`config.mk`:
```
export PLATFORM = sky130hd
export DESIGN_NAME = scrambler_frame_ctrl
export DESIGN_NICKNAME = d
export VERILOG_FILES = /design/src/rtl/scrambler_frame_ctrl.sv
export SDC_FILE = /design/constraint.sdc
export NUM_CORES = 1
export LEC_CHECK = 0
export CAP_MARGIN = 20
export CORE_MARGIN = 3
export CORE_UTILIZATION = 55
export CTS_CLUSTER_SIZE = 12
export DETAILED_ROUTE_END_ITERATION = 16
export PLACE_DENSITY = 0.8
export SLEW_MARGIN = 20
export SYNTH_ARGS = -nofsm -noshare
export SYNTH_HDL_FRONTEND = slang
export SYNTH_SLANG_ARGS = --single-unit
```
`constraint.sdc`:
```
create_clock -name clk -period 7.07 [get_ports clk]
set_input_delay 2.121 -clock clk [delete_from_list [all_inputs] [get_ports clk]]
set_output_delay 2.121 -clock clk [all_outputs]
set_load 0.02 [all_outputs]
```
`src/rtl/scrambler_frame_ctrl.sv`:
```
// Frame sequencer for the 802.11a DATA-field scrambler (x^7+x^4+1): SERVICE, PSDU,
// zeroed tail and scrambled pad, serialised LSB first with valid/ready on both sides.
module scrambler_frame_ctrl (
    input  logic        clk,
    input  logic        reset,
    input  logic        start,
    input  logic [6:0]  seed,
    input  logic [11:0] psdu_len,
    input  logic [8:0]  n_dbps,
    input  logic [7:0]  byte_data,
    input  logic        byte_valid,
    output logic        byte_ready,
    output logic        bit_out,
    output logic        bit_valid,
    input  logic        bit_ready,
    output logic        busy,
    output logic        done
);

    typedef enum logic [2:0] {
        ST_IDLE,
        ST_SERVICE,
        ST_DATA,
        ST_TAIL,
        ST_PAD
    } state_e;

    state_e      state_q, state_d;
    logic [6:0]  lfsr_q, lfsr_d;          // bit 6 is the x^7 stage
    logic [8:0]  n_dbps_q, n_dbps_d;
    logic [8:0]  sym_cnt_q, sym_cnt_d;
    logic [3:0]  phase_cnt_q, phase_cnt_d;
    logic [11:0] bytes_rem_q, bytes_rem_d;
    logic [7:0]  buf_q, buf_d;
    logic        buf_full_q, buf_full_d;
    logic [2:0]  bit_idx_q, bit_idx_d;
    logic        bit_out_q, bit_out_d;
    logic        bit_valid_q, bit_valid_d;
    logic        byte_ready_q, byte_ready_d;
    logic        busy_q, busy_d;
    logic        done_q, done_d;

    logic seq;
    logic seq_d;
    logic bit_xfer;
    logic byte_xfer;
    logic sym_wrap;

    assign seq       = lfsr_q[6] ^ lfsr_q[3];
    assign bit_xfer  = bit_valid_q & bit_ready;
    assign byte_xfer = byte_ready_q & byte_valid;
    assign sym_wrap  = (sym_cnt_q == n_dbps_q - 9'd1);

    always_comb begin
        // NOTE: every next-state signal defaults to its current value so no latch is inferred.
        state_d     = state_q;
        lfsr_d      = lfsr_q;
        n_dbps_d    = n_dbps_q;
        sym_cnt_d   = sym_cnt_q;
        phase_cnt_d = phase_cnt_q;
        bytes_rem_d = bytes_rem_q;
        buf_d       = buf_q;
        buf_full_d  = buf_full_q;
        bit_idx_d   = bit_idx_q;
        done_d      = 1'b0;

        if (bit_xfer) begin
            lfsr_d    = {lfsr_q[5:0], seq};
            sym_cnt_d = sym_wrap ? 9'd0 : sym_cnt_q + 9'd1;
        end

        // A byte is only accepted into an empty buffer, so this never collides
        // with the buffer draining its last bit below.
        if (byte_xfer) begin
            buf_d       = byte_data;
            buf_full_d  = 1'b1;
            bit_idx_d   = 3'd0;
            bytes_rem_d = bytes_rem_q - 12'd1;
        end

        case (state_q)
            ST_IDLE: begin
                if (start) begin
                    state_d     = ST_SERVICE;
                    lfsr_d      = (seed == 7'd0) ? 7'h7F : seed;
                    n_dbps_d    = n_dbps;
                    bytes_rem_d = psdu_len;
                    sym_cnt_d   = 9'd0;
                    phase_cnt_d = 4'd0;
                    buf_full_d  = 1'b0;
                    bit_idx_d   = 3'd0;
                end
            end
            ST_SERVICE: begin
                if (bit_xfer) begin
                    phase_cnt_d = phase_cnt_q + 4'd1;
                    if (phase_cnt_q == 4'd15) begin
                        phase_cnt_d = 4'd0;
                        // Buffer can only be empty with nothing left when the PSDU is empty.
                        state_d = (bytes_rem_q == 12'd0 && !buf_full_q) ? ST_TAIL : ST_DATA;
                    end
                end
            end
            ST_DATA: begin
                if (bit_xfer) begin
                    bit_idx_d = bit_idx_q + 3'd1;
                    if (bit_idx_q == 3'd7) begin
                        buf_full_d = 1'b0;
                        if (bytes_rem_q == 12'd0) begin
                            state_d = ST_TAIL;
                        end
                    end
                end
            end
            ST_TAIL: begin
                if (bit_xfer) begin
                    phase_cnt_d = phase_cnt_q + 4'd1;
                    if (phase_cnt_q == 4'd5) begin
                        phase_cnt_d = 4'd0;
                        if (sym_wrap) begin
                            state_d = ST_IDLE;
                            done_d  = 1'b1;
                        end else begin
                            state_d = ST_PAD;
                        end
                    end
                end
            end
            ST_PAD: begin
                if (bit_xfer && sym_wrap) begin
                    state_d = ST_IDLE;
                    done_d  = 1'b1;
                end
            end
            default: state_d = ST_IDLE;
        endcase
    end

    // Outputs are computed from next state and registered, so no input reaches an output
    // in the same cycle and bit_out holds naturally while the LFSR is frozen.
    always_comb begin
        seq_d        = lfsr_d[6] ^ lfsr_d[3];
        bit_valid_d  = 1'b0;
        bit_out_d    = 1'b0;
        case (state_d)
            ST_SERVICE: begin
                bit_valid_d = 1'b1;
                bit_out_d   = seq_d;
            end
            ST_DATA: begin
                bit_valid_d = buf_full_d;
                bit_out_d   = buf_full_d & (seq_d ^ buf_d[bit_idx_d]);
            end
            ST_TAIL: begin
                bit_valid_d = 1'b1;
                bit_out_d   = 1'b0;
            end
            ST_PAD: begin
                bit_valid_d = 1'b1;
                bit_out_d   = seq_d;
            end
            default: begin
                bit_valid_d = 1'b0;
                bit_out_d   = 1'b0;
            end
        endcase
        byte_ready_d = !buf_full_d && (bytes_rem_d != 12'd0) &&
                       (state_d == ST_SERVICE || state_d == ST_DATA);
        busy_d       = (state_d != ST_IDLE);
    end

    always_ff @(posedge clk) begin
        if (reset) begin
            state_q      <= ST_IDLE;
            lfsr_q       <= 7'h7F;
            n_dbps_q     <= 9'd0;
            sym_cnt_q    <= 9'd0;
            phase_cnt_q  <= 4'd0;
            bytes_rem_q  <= 12'd0;
            buf_q        <= 8'd0;
            buf_full_q   <= 1'b0;
            bit_idx_q    <= 3'd0;
            bit_out_q    <= 1'b0;
            bit_valid_q  <= 1'b0;
            byte_ready_q <= 1'b0;
            busy_q       <= 1'b0;
            done_q       <= 1'b0;
        end else begin
            // NOTE: sequential state uses non-blocking assignments so all registers update together.
            state_q      <= state_d;
            lfsr_q       <= lfsr_d;
            n_dbps_q     <= n_dbps_d;
            sym_cnt_q    <= sym_cnt_d;
            phase_cnt_q  <= phase_cnt_d;
            bytes_rem_q  <= bytes_rem_d;
            buf_q        <= buf_d;
            buf_full_q   <= buf_full_d;
            bit_idx_q    <= bit_idx_d;
            bit_out_q    <= bit_out_d;
            bit_valid_q  <= bit_valid_d;
            byte_ready_q <= byte_ready_d;
            busy_q       <= busy_d;
            done_q       <= done_d;
        end
    end

    assign bit_out    = bit_out_q;
    assign bit_valid  = bit_valid_q;
    assign byte_ready = byte_ready_q;
    assign busy       = busy_q;
    assign done       = done_q;

endmodule
```
Yosys cells after proc, flatten, opt, wreduce, memory -nomap -nowiden
Cells that the tools add are included.

Output and inout bits: 5. Input bits: 41. Register bits after elaboration: 61. Logic and storage cells: 106.

Reductions and logical operators: 17. Add/sub/neg operators: 5. Bitwise gates (word level): 6. Order comparisons: 1. Mux-type cells: 48. Equal/unequal tests: 15.

Operators by type and width (number): $mux 3 (13); $mux 12 (3); $mux 9 (4); $mux 7 (4); $mux 4 (5); $pmux 3 s5 (1); $eq 3x2->1 const B (4); $logic_not 12->1 (1); $pmux 4 s3 (1); $reduce_bool 12->1 (1); $sub 12x1->12 const B (1); $mux 1 (10); $add 9x1->9 const B (1); $eq 3x3->1 const B (3); $eq 9x9->1 (1); $sub 9x1->9 const B (1); $mux 8 (1); $pmux 1 s2 (4); $logic_not 7->1 (1); $eq 3x1->1 const B (2); $ne 2x2->1 const B (3); $pmux 3 s2 (1); $reduce_bool 3->1 (2); $add 4x1->4 const B (1); 15 further kinds (23).

Depth between registers and ports, before layout
Depth after elaboration: 9. Gate-level depth with buffers: 9. Mapped depth without buffers: 9.

Worst setup path before layout
Ideal clock, no wire load.

Path type: input to register. Start point: in start. End point: reg bit_out_q (netlist: bit_out). Buffers on the path: 1. Setup slack: 3.018 ns. Data arrival time: 3.961 ns. Stages: 8. Data required time: 6.979 ns. Setup time: 0.091 ns. Cells stage by stage: or4b_4 buf_6 o2111ai_2 and2_1 a211o_1 a221o_1 a2111o_1 a311oi_1.

Cells in the longest elaborated chain, start to end: 7. Elaborated cells on any way between the ends: 18. Classes of those cells: eq/ne: 3; mux: 11; bitwise: 3; reduce/logical: 1.

RTL lines: from (decl) (line 6) `input logic start,`; $mux 3 (line 83) `if (start) begin`; $pmux 3 s2 (line 81) `case (state_q)`; $bmux 1 s3 (line 152) `bit_out_d = buf_full_d & (seq_d ^ buf_d[bit_idx_d]);`; $mux 1 (not written as such) (line 152); $xor 1x1->1 (line 152); $and 1x1->1 (line 152); $pmux 1 s2 (*) (line 145) `case (state_d)`; to (signal assigned) (line 199) `bit_out_q <= bit_out_d;`; to (decl) (line 37) `logic bit_out_q, bit_out_d;`.

Every way passes the cells marked *; elsewhere a longest branch is shown, timed or not. The select of a mux whose other input is x is not followed. A chain may end at the register's enable or synchronous reset.

Worst setup path in the final report
Start point: in byte_valid. End point: reg bit_out_q (netlist: bit_out).

Cells in the longest elaborated chain, start to end: 9. Elaborated cells on any way between the ends: 16. Classes of those cells: mux: 13; bitwise: 3.

RTL lines: from (decl) (line 11) `input logic byte_valid,`; $and 1x1->1 (*) (line 51) `assign byte_xfer = byte_ready_q & byte_valid;`; $mux 3 (line 74) `if (byte_xfer) begin`; $mux 3, on equally long branches (line 105, 83); $pmux 3 s2 (line 81); $bmux 1 s3 (line 152); $mux 1 (not written as such) (line 152); $xor 1x1->1 (line 152); $and 1x1->1 (*) (line 152); $pmux 1 s2 (*) (line 145).

Marked as above.

==> impl_metrics.csv <==
group,metric,value,unit
grt,grt.busiest_layer,"met2",
setup_path,crit_path_cell_trace,"clkdlybuf4s50_1 -> nand2_1 -> o2111ai_2 -> and2_1 -> a211o_1 -> a221o_1 -> a2111o_1 -> a311oi_1",
setup_path,worst_setup_path_end_kind,"register",
drt,wl_per_cell,14.9,um
grt,use_met2,0.395,
clocking,cts_sinks,61,
clocking,clk_latency,340,ps
cells_and_area,fin_cells,558,
setup_path,critPathMaxFanout,17,
grt,use_met1,0.315,
floorplanning,die_height,85.1,um
floorplanning,die_w,85.1,um
pwr,cellLeakagePower,0.00153,uW
logic_synthesis,synth-seq-cells,61,
grt,antenna_found_initial,0,
sta,finalSetupViolations,0,
drt,via_count,3338,
drt,drtIter0Drc,180,
drt,drtAntennaViolNets,0,
clocking,cts_buffers,9,
pwr,pwr_density_cell,215,nW/um2
logic_synthesis,yosys-top-cells-area,"dfxtp_1 (35%), nand2_1 (7.5%), nor2_1 (6.1%), xnor2_1 (4.8%), a21oi_1 (4.8%)",
logic_synthesis,syn_avg_cell_area,7.73,um2
sta,tightest_slew,893,ps
floorplanning,row_count,28,
logic_synthesis,synth_cell_type_count,60,
sta,skew,9.92,ps
setup_path,cp.required,7310,ps
clocking,postCtsSetupBuffers,0,
sta,fin_ws,2450,ps
logic_synthesis,synth_edf_count,0,
logic_synthesis,synth_warnings,0,
drt,dr.pass1.iters,5,
setup_path,start_kind,"input port",
placement,dp_hpwl,5.99,mm
setup_path,critical-path-top-delay-family,"compound AO/OA/AOI/OAI gates",
sta,fin_hold_ws,475,ps
logic_synthesis,synth_top_area_frac,0.355,
drt,via_per_inst,5.98,
sta,slew-limit-headroom,0.404,
cells_and_area,fillers,521,
min_path,min_path_type,"reg2reg",
sta,max_freq,217,MHz
grt,met3_usage,0.0447,
floorplanning,num_io_pins,46,
pwr,ir_worst_vdd,0.143,mV
clocking,holdBufCountCts,0,
placement,dp.cells,544,
cells_and_area,seq_area,1220,um2
grt,overflow,0,
sta,hold_viol,0,
logic_synthesis,synth-seq-area-share,0.355,
drt,wirelength,8.33,mm
cells_and_area,final_nets,528,
cells_and_area,multi_input_area,2070,um2
grt,grt_max_degree,28,
logic_synthesis,synth_common_cells,"nand2_1 (69), dfxtp_1 (61), nor2_1 (56)",
sta,final.period_utilization,0.653,
cells_and_area,drive_gt1_frac,0.0435,
placement,portBuffers,45,
logic_synthesis,synth_area,3440,um2
logic_synthesis,yosys.cell_count.top_type,"nand2_1",
placement,pre_cts_ws,2150,ps
clocking,cts_tree,"yes",
grt,grt_pass1_vias,3168,
cells_and_area,area_growth,18.2,%
flow_run,drv_cap,0,
logic_synthesis,synth_nets,493,
status,status,"completed",
floorplanning,dieArea,7240,um2
logic_synthesis,synth_ff_type,"dfxtp_1",
sta,post-route-min-period,4620,ps
grt,grtUsageTotal,0.241,
logic_synthesis,synth_async_sr_flop_share,0,
sta,slew_viol_final,0,
sta,setup-tns-final,0,ps
logic_synthesis,netlist_instances,445,
setup_path,path_class,"in2reg",
clocking,path_clk_slew,60,ps
placement,globalplace.congestion,0.934,
sta,rsz0062_at_grt,"false",
drt,drc,0,
clocking,htree_levels,3,
floorplanning,core_area,5990,um2
clocking,cts_root_buf,"clkbuf_8",
setup_path,cp_num_buf_inv,1,
logic_synthesis,synth_largest_area_cell,"dfxtp_1",
clocking,cts_resized,0,
cells_and_area,antenna_cells,0,
setup_path,arrival,4850,ps
pwr,fin_total_pwr,876,uW
setup_path,slowest_stage,"clkdlybuf4s50_1",
floorplanning,start_util,0.575,
grt,grt_pass1_wl,14.3,mm
setup_path,cpPeakStageDelay,460,ps
clocking,clock_path_buffers,2,
-- power breakdown --
part / total, uW / switching [uW] / internal, uW
registers: 393 / 25.3 / 368
logic: 188 / 101 / 87.0
clock network: 295 / 127 / 168
-- worst register-to-register path: cells and delay by family (launching register included) --
kind / cells / cell delay [ps]
and+or+nand+nor: 2 / 740
DFF: 1 / 570
AOI/OAI and AO/OA: 5 / 1470
-- through the flow --
step	utilization	cell area, um2
after floorplan	-	3440
after global placement	0.649	3890
after detailed placement	0.649	3890
after CTS	0.679	4070
after global routing	0.679	4070
final	0.679	4070
-- cell type report --
cell class / instances / area share
well taps: 75 / 0.0231
inverters: 11 / 0.0101
multi-input cells: 351 / 0.510
clock buffers: 12 / 0.0357
flip-flops and latches: 61 / 0.300
clock inverters: 2 / 0.00861
repair buffers: 46 / 0.113
-- final timing paths --
path | startpoint | to | slack (ps) | cells after the start
worst max-delay path | byte_valid | bit_out | 2450 | 8
worst min-delay path | buf_q[4] | buf_q[4] | 470 | 2
worst max register to register | state_q[1] | bit_out | 4180 | 7
worst min register to register | buf_q[4] | buf_q[4] | 470 | 2
-- kinds of logic after synthesis --
family,share of synthesized area
flops,0.355
xor+xnor,0.0956
mux,0.0145
buf+inv,0.0425
simple gates,0.284
fa+ha+maj,0.0254
compound gates,0.184
-- sequential cells by signal, indices dropped and copies added (netlist names) --
signal	cells
state_q	3
byte_ready	1
busy	1
n_dbps_q	9
done	1
buf_full_q	1
lfsr_q	7
bit_out	1
phase_cnt_q	4
bytes_rem_q	12
bit_valid	1
buf_q	8
bit_idx_q	3
sym_cnt_q	9
-- metal layers --
metal  routed length (um)  share of wire
met4                  123          0.015
met2                 4030           0.48
met1                 3690           0.44
met3                  492          0.059
met5                    0              0
-- placed cells by master (no fill, tap or decap), drive strengths merged, types with 2 or more instances in the layout --
master,instances
a2111oi,3
a211o,3
a211oi,4
a21boi,3
a21o,2
a21oi,34
a22oi,3
a311oi,2
a31oi,11
and2,6
and3,5
and4,3
clkbuf,12
clkdlybuf4s50,45
dfxtp,61
ha,7
inv,11
mux2i,5
nand2,69
nand2b,2
nand3,18
nand4,7
nand4b,2
nor2,57
nor2b,4
nor3,14
nor4,8
o211ai,2
o21ai,15
o311ai,2
o31ai,3
or2,3
or4,3
xnor2,19
xor2,16
Note: power is estimated with default switching activity, not from simulation.
